$ cat src/rtl/cw_bin2cw_encoder_pkg.sv
// rtl/cw_bin2cw_encoder_pkg.sv - shared constants, FSM encoding and d/u selection table
package cw_bin2cw_encoder_pkg;

  // Default datapath widths: n up to 65536, t up to 9, 16-bit gaps.
  localparam int NW_DEF      = 17;
  localparam int TW_DEF      = 4;
  localparam int GW_DEF      = 16;

  // Width of u and the bounds on the chosen power of two.
  localparam int UW          = 4;
  localparam int U_MIN       = 2;
  localparam int U_MAX       = 15;

  // theta scales n in sixteenths before the power-of-two search.
  localparam int THETA_SHIFT = 4;

  localparam logic [7:0] BU_MAX = 8'hFF;

  typedef enum logic [2:0] {
    ST_IDLE    = 3'd0,
    ST_CHECK   = 3'd1,
    ST_DSEL    = 3'd2,
    ST_FLAG    = 3'd3,
    ST_READIDX = 3'd4,
    ST_EMIT    = 3'd5,
    ST_FILL    = 3'd6,
    ST_DONE    = 3'd7
  } enc_state_t;

  // Per-weight scale factor; the decoder side must use the identical table.
  function automatic logic [THETA_SHIFT-1:0] theta_of(input logic [31:0] t);
    logic [THETA_SHIFT-1:0] th;
    if (t >= 32'd6)      th = 4'd1;
    else if (t >= 32'd4) th = 4'd2;
    else if (t == 32'd3) th = 4'd3;
    else if (t == 32'd2) th = 4'd4;
    else                 th = 4'd8;
    return th;
  endfunction

endpackage

$ cat src/rtl/cw_bin2cw_encoder_dsel.sv
// rtl/cw_bin2cw_encoder_dsel.sv - cw_dsel: (n,t) -> (d,u) with fixed 2-cycle latency
module cw_bin2cw_encoder_dsel
  import cw_bin2cw_encoder_pkg::*;
#(
  parameter int NW = NW_DEF,
  parameter int TW = TW_DEF,
  parameter int GW = GW_DEF
) (
  input  logic          clk,
  input  logic          rst,
  input  logic [NW-1:0] n,
  input  logic [TW-1:0] t,
  output logic [GW-1:0] d,
  output logic [UW-1:0] u
);

  logic [NW-1:0]             n_q;
  logic [TW-1:0]             t_q;
  logic [THETA_SHIFT-1:0]    theta;
  logic [NW+THETA_SHIFT-1:0] prod;
  logic [NW-1:0]             q;
  logic [UW-1:0]             u_c;

  // Input stage: operands captured every cycle so the caller only has to hold n/t steady.
  always_ff @(posedge clk or posedge rst) begin
    if (rst) begin
      n_q <= '0;
      t_q <= '0;
    end else begin
      n_q <= n;
      t_q <= t;
    end
  end

  // q = (n*theta)>>4, then u = largest k in 3..15 with q > 2^(k-1), floor at U_MIN.
  always_comb begin
    theta = theta_of(32'(t_q));
    prod  = {{THETA_SHIFT{1'b0}}, n_q} * {{NW{1'b0}}, theta};
    q     = prod[NW+THETA_SHIFT-1:THETA_SHIFT];
    u_c   = UW'(U_MIN);
    for (int k = U_MIN + 1; k <= U_MAX; k++) begin
      if (32'(q) > (32'd1 << (k - 1))) begin
        u_c = UW'(k);
      end
    end
  end

  // Output stage: d is always a power of two matching u.
  always_ff @(posedge clk or posedge rst) begin
    if (rst) begin
      d <= '0;
      u <= '0;
    end else begin
      d <= GW'(1) << u_c;
      u <= u_c;
    end
  end

endmodule

$ cat src/rtl/cw_bin2cw_encoder.sv
// rtl/cw_bin2cw_encoder.sv - serial bits to constant-weight gap lengths
module cw_bin2cw_encoder
  import cw_bin2cw_encoder_pkg::*;
#(
  parameter int NW = NW_DEF,
  parameter int TW = TW_DEF,
  parameter int GW = GW_DEF
) (
  input  logic          clk,
  input  logic          rst,
  input  logic          start,
  input  logic [NW-1:0] n_init,
  input  logic [TW-1:0] t_init,
  input  logic          bit_in,
  input  logic          bit_valid,
  output logic          bit_ready,
  output logic [GW-1:0] pos_data,
  output logic          pos_valid,
  output logic          pos_last,
  input  logic          pos_ready,
  output logic          busy,
  output logic          done,
  output logic [7:0]    bits_used
);

  enc_state_t    state, state_nx;

  logic [NW-1:0] n_r;
  logic [TW-1:0] t_r;
  logic [GW-1:0] delta_r;
  logic [GW-1:0] idx_r;
  logic [UW-1:0] ucnt_r;
  logic          dsel_ph_r;

  logic [GW-1:0] sel_d;
  logic [UW-1:0] sel_u;

  logic [NW-1:0] slack;
  logic          d_fits;
  logic [GW-1:0] idx_shift;
  logic [GW-1:0] idx_clamp;
  logic          bit_take;
  logic          pos_take;

  cw_bin2cw_encoder_dsel #(
    .NW(NW),
    .TW(TW),
    .GW(GW)
  ) u_dsel (
    .clk (clk),
    .rst (rst),
    .n   (n_r),
    .t   (t_r),
    .d   (sel_d),
    .u   (sel_u)
  );

  assign bit_take = bit_valid & bit_ready;
  assign pos_take = pos_valid & pos_ready;

  // Slack n-t bounds both the skip decision and the index clamp, so n never underflows.
  always_comb begin
    slack     = n_r - NW'(t_r);
    d_fits    = (NW'(sel_d) <= slack);
    idx_shift = {idx_r[GW-2:0], bit_in};
    idx_clamp = (NW'(idx_shift) > slack) ? GW'(slack) : idx_shift;
  end

  // State register.
  always_ff @(posedge clk or posedge rst) begin
    if (rst) state <= ST_IDLE;
    else     state <= state_nx;
  end

  // Next-state decode and handshake/output drive.
  always_comb begin
    state_nx  = state;
    bit_ready = 1'b0;
    pos_valid = 1'b0;
    pos_data  = '0;
    pos_last  = 1'b0;
    done      = 1'b0;
    busy      = (state != ST_IDLE) && (state != ST_DONE);
    case (state)
      ST_IDLE: begin
        if (start) state_nx = ST_CHECK;
      end
      ST_CHECK: begin
        if (t_r == '0)                state_nx = ST_DONE;
        else if (n_r <= NW'(t_r))     state_nx = ST_FILL;
        else                          state_nx = ST_DSEL;
      end
      ST_DSEL: begin
        // Second cycle: d/u now reflect the current n/t.
        if (dsel_ph_r) state_nx = d_fits ? ST_FLAG : ST_READIDX;
      end
      ST_FLAG: begin
        bit_ready = 1'b1;
        if (bit_valid) state_nx = bit_in ? ST_CHECK : ST_READIDX;
      end
      ST_READIDX: begin
        bit_ready = 1'b1;
        if (bit_valid && (ucnt_r == UW'(1))) state_nx = ST_EMIT;
      end
      ST_EMIT: begin
        pos_valid = 1'b1;
        pos_data  = delta_r + idx_r;
        pos_last  = (t_r == TW'(1));
        if (pos_ready) state_nx = ST_CHECK;
      end
      ST_FILL: begin
        pos_valid = 1'b1;
        pos_data  = delta_r;
        pos_last  = (t_r == TW'(1));
        if (pos_ready && (t_r == TW'(1))) state_nx = ST_DONE;
      end
      ST_DONE: begin
        done     = 1'b1;
        state_nx = ST_IDLE;
      end
      default: state_nx = ST_IDLE;
    endcase
  end

  // Word registers: n/t/delta/index and the u-bit down-counter.
  always_ff @(posedge clk or posedge rst) begin
    if (rst) begin
      n_r       <= '0;
      t_r       <= '0;
      delta_r   <= '0;
      idx_r     <= '0;
      ucnt_r    <= '0;
      dsel_ph_r <= 1'b0;
    end else begin
      dsel_ph_r <= (state == ST_DSEL) ? ~dsel_ph_r : 1'b0;
      case (state)
        ST_IDLE: begin
          if (start) begin
            n_r     <= n_init;
            t_r     <= t_init;
            delta_r <= '0;
            idx_r   <= '0;
          end
        end
        ST_DSEL: begin
          if (dsel_ph_r && !d_fits) begin
            ucnt_r <= sel_u;
            idx_r  <= '0;
          end
        end
        ST_FLAG: begin
          if (bit_valid) begin
            if (bit_in) begin
              n_r     <= n_r - NW'(sel_d);
              delta_r <= delta_r + sel_d;
            end else begin
              ucnt_r <= sel_u;
              idx_r  <= '0;
            end
          end
        end
        ST_READIDX: begin
          if (bit_valid) begin
            ucnt_r <= ucnt_r - UW'(1);
            idx_r  <= (ucnt_r == UW'(1)) ? idx_clamp : idx_shift;
          end
        end
        ST_EMIT: begin
          if (pos_ready) begin
            n_r     <= n_r - NW'(idx_r) - NW'(1);
            t_r     <= t_r - TW'(1);
            delta_r <= '0;
          end
        end
        ST_FILL: begin
          if (pos_ready) begin
            n_r     <= (n_r != '0) ? n_r - NW'(1) : n_r;
            t_r     <= t_r - TW'(1);
            delta_r <= '0;
          end
        end
        default: begin
        end
      endcase
    end
  end

  // Consumed-bit counter for the current word, saturating.
  always_ff @(posedge clk or posedge rst) begin
    if (rst)                                   bits_used <= 8'd0;
    else if ((state == ST_IDLE) && start)      bits_used <= 8'd0;
    else if (bit_take && (bits_used != BU_MAX)) bits_used <= bits_used + 8'd1;
  end

endmodule

$ cat config.mk
export PLATFORM = sky130hd
export DESIGN_NAME = cw_bin2cw_encoder
export DESIGN_NICKNAME = d
export VERILOG_FILES = /design/src/rtl/cw_bin2cw_encoder_pkg.sv /design/src/rtl/cw_bin2cw_encoder_dsel.sv /design/src/rtl/cw_bin2cw_encoder.sv
export SDC_FILE = /design/constraint.sdc
export NUM_CORES = 1
export LEC_CHECK = 0
export BUFFER_PORTS_ARGS = -buffer_cell sky130_fd_sc_hd__buf_2
export CORE_MARGIN = 2
export CORE_UTILIZATION = 50
export CTS_BUF_LIST = sky130_fd_sc_hd__clkbuf_16
export CTS_CLUSTER_DIAMETER = 100
export DETAILED_ROUTE_END_ITERATION = 7
export GPL_TIMING_DRIVEN = 0
export HOLD_SLACK_MARGIN = 0.05
export PLACE_DENSITY = 0.78
export SETUP_SLACK_MARGIN = 0.1
export SLEW_MARGIN = 20
export SYNTH_ARGS = -nofsm -noshare
export SYNTH_HDL_FRONTEND = slang
export SYNTH_SLANG_ARGS = --single-unit
$ cat constraint.sdc
create_clock -name clk -period 10 [get_ports clk]
set_input_delay 1.5 -clock clk [delete_from_list [all_inputs] [get_ports clk]]
set_output_delay 1.5 -clock clk [all_outputs]
set_load 0.01 [all_outputs]
==> impl_metrics.yaml <==
floorplanning:
  die-height_um: 155
  floorplan.core_area_um2: 22500
  io_pins: 56
  row_count: 55
  effective_utilization_at_floorplan_pct: 50.5
  die_width_um: 155
  overall_die_area_um2: 24000
synth:
  netlist_top_cells_count: "sky130_fd_sc_hd__nand2_1, sky130_fd_sc_hd__ha_1, sky130_fd_sc_hd__inv_1, sky130_fd_sc_hd__dfrtp_1, sky130_fd_sc_hd__a21oi_1"
  syn-mean-instance-area_um2: 8.45
  synth_area_leader_cell: "sky130_fd_sc_hd__dfrtp_1"
  ys_async_sr_fraction_pct: 100
  synth.yosys.seq_area_share_pct: 24.2
  synth_cell_types: 92
  synth_enable_flop_cells: 0
  yosys.area.top_type_share_pct: 24.2
  yosys_most_used_dff: "sky130_fd_sc_hd__dfrtp_1"
  post_synth_inst_count: 1345
  share_of_the_synthesized_area_in_compound_gates_ao_oa_aoi_oai_pct: 23.3
  most_common_cell_in_the_synthesized_netlist: "sky130_fd_sc_hd__nand2_1"
  synth.yosys.warnings: 0
  main_combinational_cell_family_by_area_after_synthesis: "compound AO/OA/AOI/OAI gates"
  synth_xor_area_share_pct: 5.55
  synthesis.area_um2: 11400
  number_of_synthesized_register_bits: 110
  post_synth_fa_ha_maj_area_fraction_pct: 19.9
  synthSimpleGateAreaFrac_pct: 19.5
  mux_share_of_post_synthesis_cell_area_pct: 2.21
  synth_top_cells_by_area: "sky130_fd_sc_hd__dfrtp_1, sky130_fd_sc_hd__ha_1, sky130_fd_sc_hd__fa_1, sky130_fd_sc_hd__nand2_1, sky130_fd_sc_hd__inv_1"
cts:
  clock_sink_count: 110
  cts_htree_levels: 3
  cts.reportedPaths.clkPinSlew_ns: 0.08
  cts_setup_buffers: 0
  ctsRootBufferMaster: "sky130_fd_sc_hd__clkbuf_16"
  cts_buffer_depth: 2
  cts_inserted_buffers: 9
  postCtsHoldBufs: 0
  clock_latency_ns: 0.36
  tritoncts: "built"
  post_cts_resize_count: 0
pwr:
  p_switching_uw: 2440
  power_per_cell_area_nw_per_um2: 369
  power_share_of_the_combinational_group_pct: 73.4
  clock_power_share_pct: 8.8
  leak_uw: 0.00573
  irDropWorstVdd_v: 0.000226
  p_int_uw: 2130
  p_seq_share_pct: 17.8
  switching_share_pct: 53.4
worst_setup_path:
  critPathLaunchType: "flop"
  cp_data_arrival_time_ns: 6.53
  crit_type: "reg2reg"
  critPathSlowestCell: "sky130_fd_sc_hd__nor3_1"
  crit_path_max_fanout: 10
  r2r_cells: 18
  wp_data_required_ns: 10.19
  worst_r2r_startpoint: "u_dsel.t_q[3]"
  critical_path.top_delay_family: "simple AND/OR/NAND/NOR gates"
  reg2reg_slack_ns: 3.65
  reg2reg_to: "u_dsel.u[1]"
  setup.worst_path.end_class: "flop"
  crit_chain: "nor3_1 -> clkbuf_1 -> nand2_1 -> fa_1 -> fa_1 -> inv_1 -> ha_1 -> a21o_1 -> a21o_1 -> a221o_1 -> or4_1 -> a21oi_1 -> or3_4 -> nand2_4 -> or4_4 -> a211o_1 -> a31oi_2 -> o211ai_1"
  critical_path.n_buffers_inverters: 2
  slowest_delay_ns: 0.76
run_status:
  status: "finished, final reports clean"
placement:
  io_buffer_count: 55
  post_dp_cell_area_um2: 12000
  place.detailed.hpwl_um: 24100
  finalWeightedCongestion: 0.938
route:
  drtPass1Iterations: 5
  routedWlPerCell_um: 17.6
  route.antenna.remaining_nets: 0
  number_of_violations_reported_at_the_end_of_detailed_routing_iteration_0: 760
  vias_per_cell: 6.01
  total_via_count_after_detailed_routing: 10200
  remaining_routing_drc_violations: 0
  detail_route.wirelength_um: 30000
grt:
  grt_start_max_net_pins: 71
  via_count_of_the_first_global_routing_pass: 9941
  number_of_antenna_violations_at_the_first_check_in_global_routing: 0
  grt_remaining_overflow: 0
  globalRouteTotalUtil_pct: 25.4
  first_pass_grt_wire_length_um: 48800
finish:
  nFillCells: 2053
  multi_input_area_um2: 8030
  diodes: 0
  drive_above_1_share_pct: 8.25
  num-nets-final: 1600
  register_area_um2: 2750
  area_growth_syn_to_layout_pct: 8.93
  layout.cell_area.non_filler_um2: 12400
timing:
  report.final.hold_viol_count: 0
  final_min_period_over_clock_period_pct: 63.5
  highest_clock_frequency_the_design_can_meet_ghz: 0.158
  skew_ns: 0.0105
  sum_of_negative_setup_slack_ns: 0
  unrepaired_setup_endpoints_after_global_routing: "no"
  min_period_ns: 6.35
  slew_viol_final: 0
  slew-limit-headroom_pct: 38.7
  worst_slew_pin_slew_ns: 0.919
  finalSetupViolations: 0
worst_hold_path:
  hold_path.startpoint: "dsel_ph_r"
  holdCritPathClass: "reg2reg"
  timing.hold.worst_endpoint: "dsel_ph_r"
  hold_depth: 1
flow_run:
  timing.max_cap.violations: 0
## sequential cells by signal, summed over array words and instances, names as in the netlist
register / flops
n_r: 17
u_dsel.n_q: 17
delta_r: 16
idx_r: 16
u_dsel.d: 16
bits_used: 8
t_r: 4
u_dsel.t_q: 4
u_dsel.u: 4
ucnt_r: 4
state: 3
dsel_ph_r: 1
## how the worst max path moves through the flow
stage	from	end	slack (ns)	cells after the start
global placement	u_dsel.t_q[3]	u_dsel.u[1]	3.68	18
finish	u_dsel.t_q[3]	u_dsel.u[1]	3.65	18
detailed placement	u_dsel.t_q[3]	u_dsel.u[1]	3.61	18
floorplan	u_dsel.t_q[3]	u_dsel.u[1]	4.59	18
global route	u_dsel.t_q[3]	u_dsel.d[6]	3.40	18
CTS	u_dsel.t_q[3]	u_dsel.u[1]	3.61	18
## worst register-to-register path, delay by kind of cell (launching register included)
family | cells | cell delay (ns)
buffers and inverters | 2 | 0.49
and+or+nand+nor | 6 | 2.09
DFF | 1 | 0.45
adders and majority gates | 3 | 1.43
AOI/OAI and AO/OA | 7 | 1.70
## cells in the final DEF, fill, tap and decap left out, types with 10 or more instances in the layout
cell | synthesis | routed
sky130_fd_sc_hd__o21ai_0 | 73 | 73
sky130_fd_sc_hd__o21a_1 | 21 | 21
sky130_fd_sc_hd__a21oi_1 | 82 | 82
sky130_fd_sc_hd__o31ai_1 | 10 | 10
sky130_fd_sc_hd__xor2_1 | 27 | 27
sky130_fd_sc_hd__nand2b_1 | 18 | 18
sky130_fd_sc_hd__inv_1 | 117 | 116
sky130_fd_sc_hd__dfrtp_1 | 110 | 110
sky130_fd_sc_hd__xnor2_1 | 45 | 45
sky130_fd_sc_hd__nand2_1 | 134 | 134
sky130_fd_sc_hd__a21o_1 | 28 | 28
sky130_fd_sc_hd__nand4_1 | 17 | 17
sky130_fd_sc_hd__a31oi_1 | 18 | 18
sky130_fd_sc_hd__o211ai_1 | 18 | 18
sky130_fd_sc_hd__nor2_1 | 79 | 79
sky130_fd_sc_hd__or3_1 | 10 | 10
sky130_fd_sc_hd__buf_2 | 1 | 56
sky130_fd_sc_hd__nand3_1 | 25 | 25
sky130_fd_sc_hd__nor2b_1 | 18 | 18
sky130_fd_sc_hd__ha_1 | 126 | 126
sky130_fd_sc_hd__a22o_1 | 11 | 11
sky130_fd_sc_hd__fa_1 | 34 | 34
sky130_fd_sc_hd__a32o_1 | 15 | 15
sky130_fd_sc_hd__mux2i_1 | 24 | 24
sky130_fd_sc_hd__nor3_1 | 29 | 29
sky130_fd_sc_hd__clkbuf_1 | 37 | 37
sky130_fd_sc_hd__and2_1 | 52 | 52
## area by class of cell
type	instances	area share, %
sequential	110	22.2
clock buffer	9	1.82
multi-input combinational	1077	64.8
buffer	40	1.28
clock inverter	7	0.869
inverter	119	3.65
timing repair buffer	56	2.45
tap	285	2.88
## power by group through the flow
stage / Sequential, uW / Combinational, uW / Clock [uW]
after floorplan: 731 / 2580 / 0
after global placement: 803 / 3180 / 0
after detailed placement: 810 / 3270 / 0
after CTS: 805 / 3300 / 402
after global routing: 835 / 3710 / 420
final: 814 / 3350 / 402
## stage by stage
stage | std cells | total power [uW] | hold WS, ns | setup WS (ns) | util, %
after CTS | 1703 | 4510 | 0.463 | 3.61 | 55.0
after floorplan | 1346 | 3310 | 0.396 | 4.59 | -
after global placement | 1686 | 3980 | 0.452 | 3.68 | 53.3
final | 1703 | 4560 | 0.464 | 3.65 | 55.0
after detailed placement | 1687 | 4080 | 0.446 | 3.61 | 53.5
after global routing | 1703 | 4970 | 0.484 | 3.40 | 55.0
## routing by layer
| layer | global-route usage, % | share of wire [%] | wire length [um] | vias up |
|---|---|---|---|---|
| met5 | 0 | 0 | 0 | - |
| met3 | 3.14 | 5.4 | 1630 | 73 |
| met1 | 32.4 | 43 | 13000 | 4881 |
| met4 | 11.9 | 4.3 | 1290 | 0 |
| li1 | - | - | - | 4972 |
| met2 | 43.3 | 47 | 14100 | 312 |
## logic make-up after synthesis
group,after synthesis
xor gates and xnor gates,72
DFF,110
adders and majority gates,160
buffers and inverters,159
other,1
muxes,25
AOI/OAI and AO/OA,380
and+or+nand+nor,438
No activity file was read; power rests on OpenSTA's default activity.
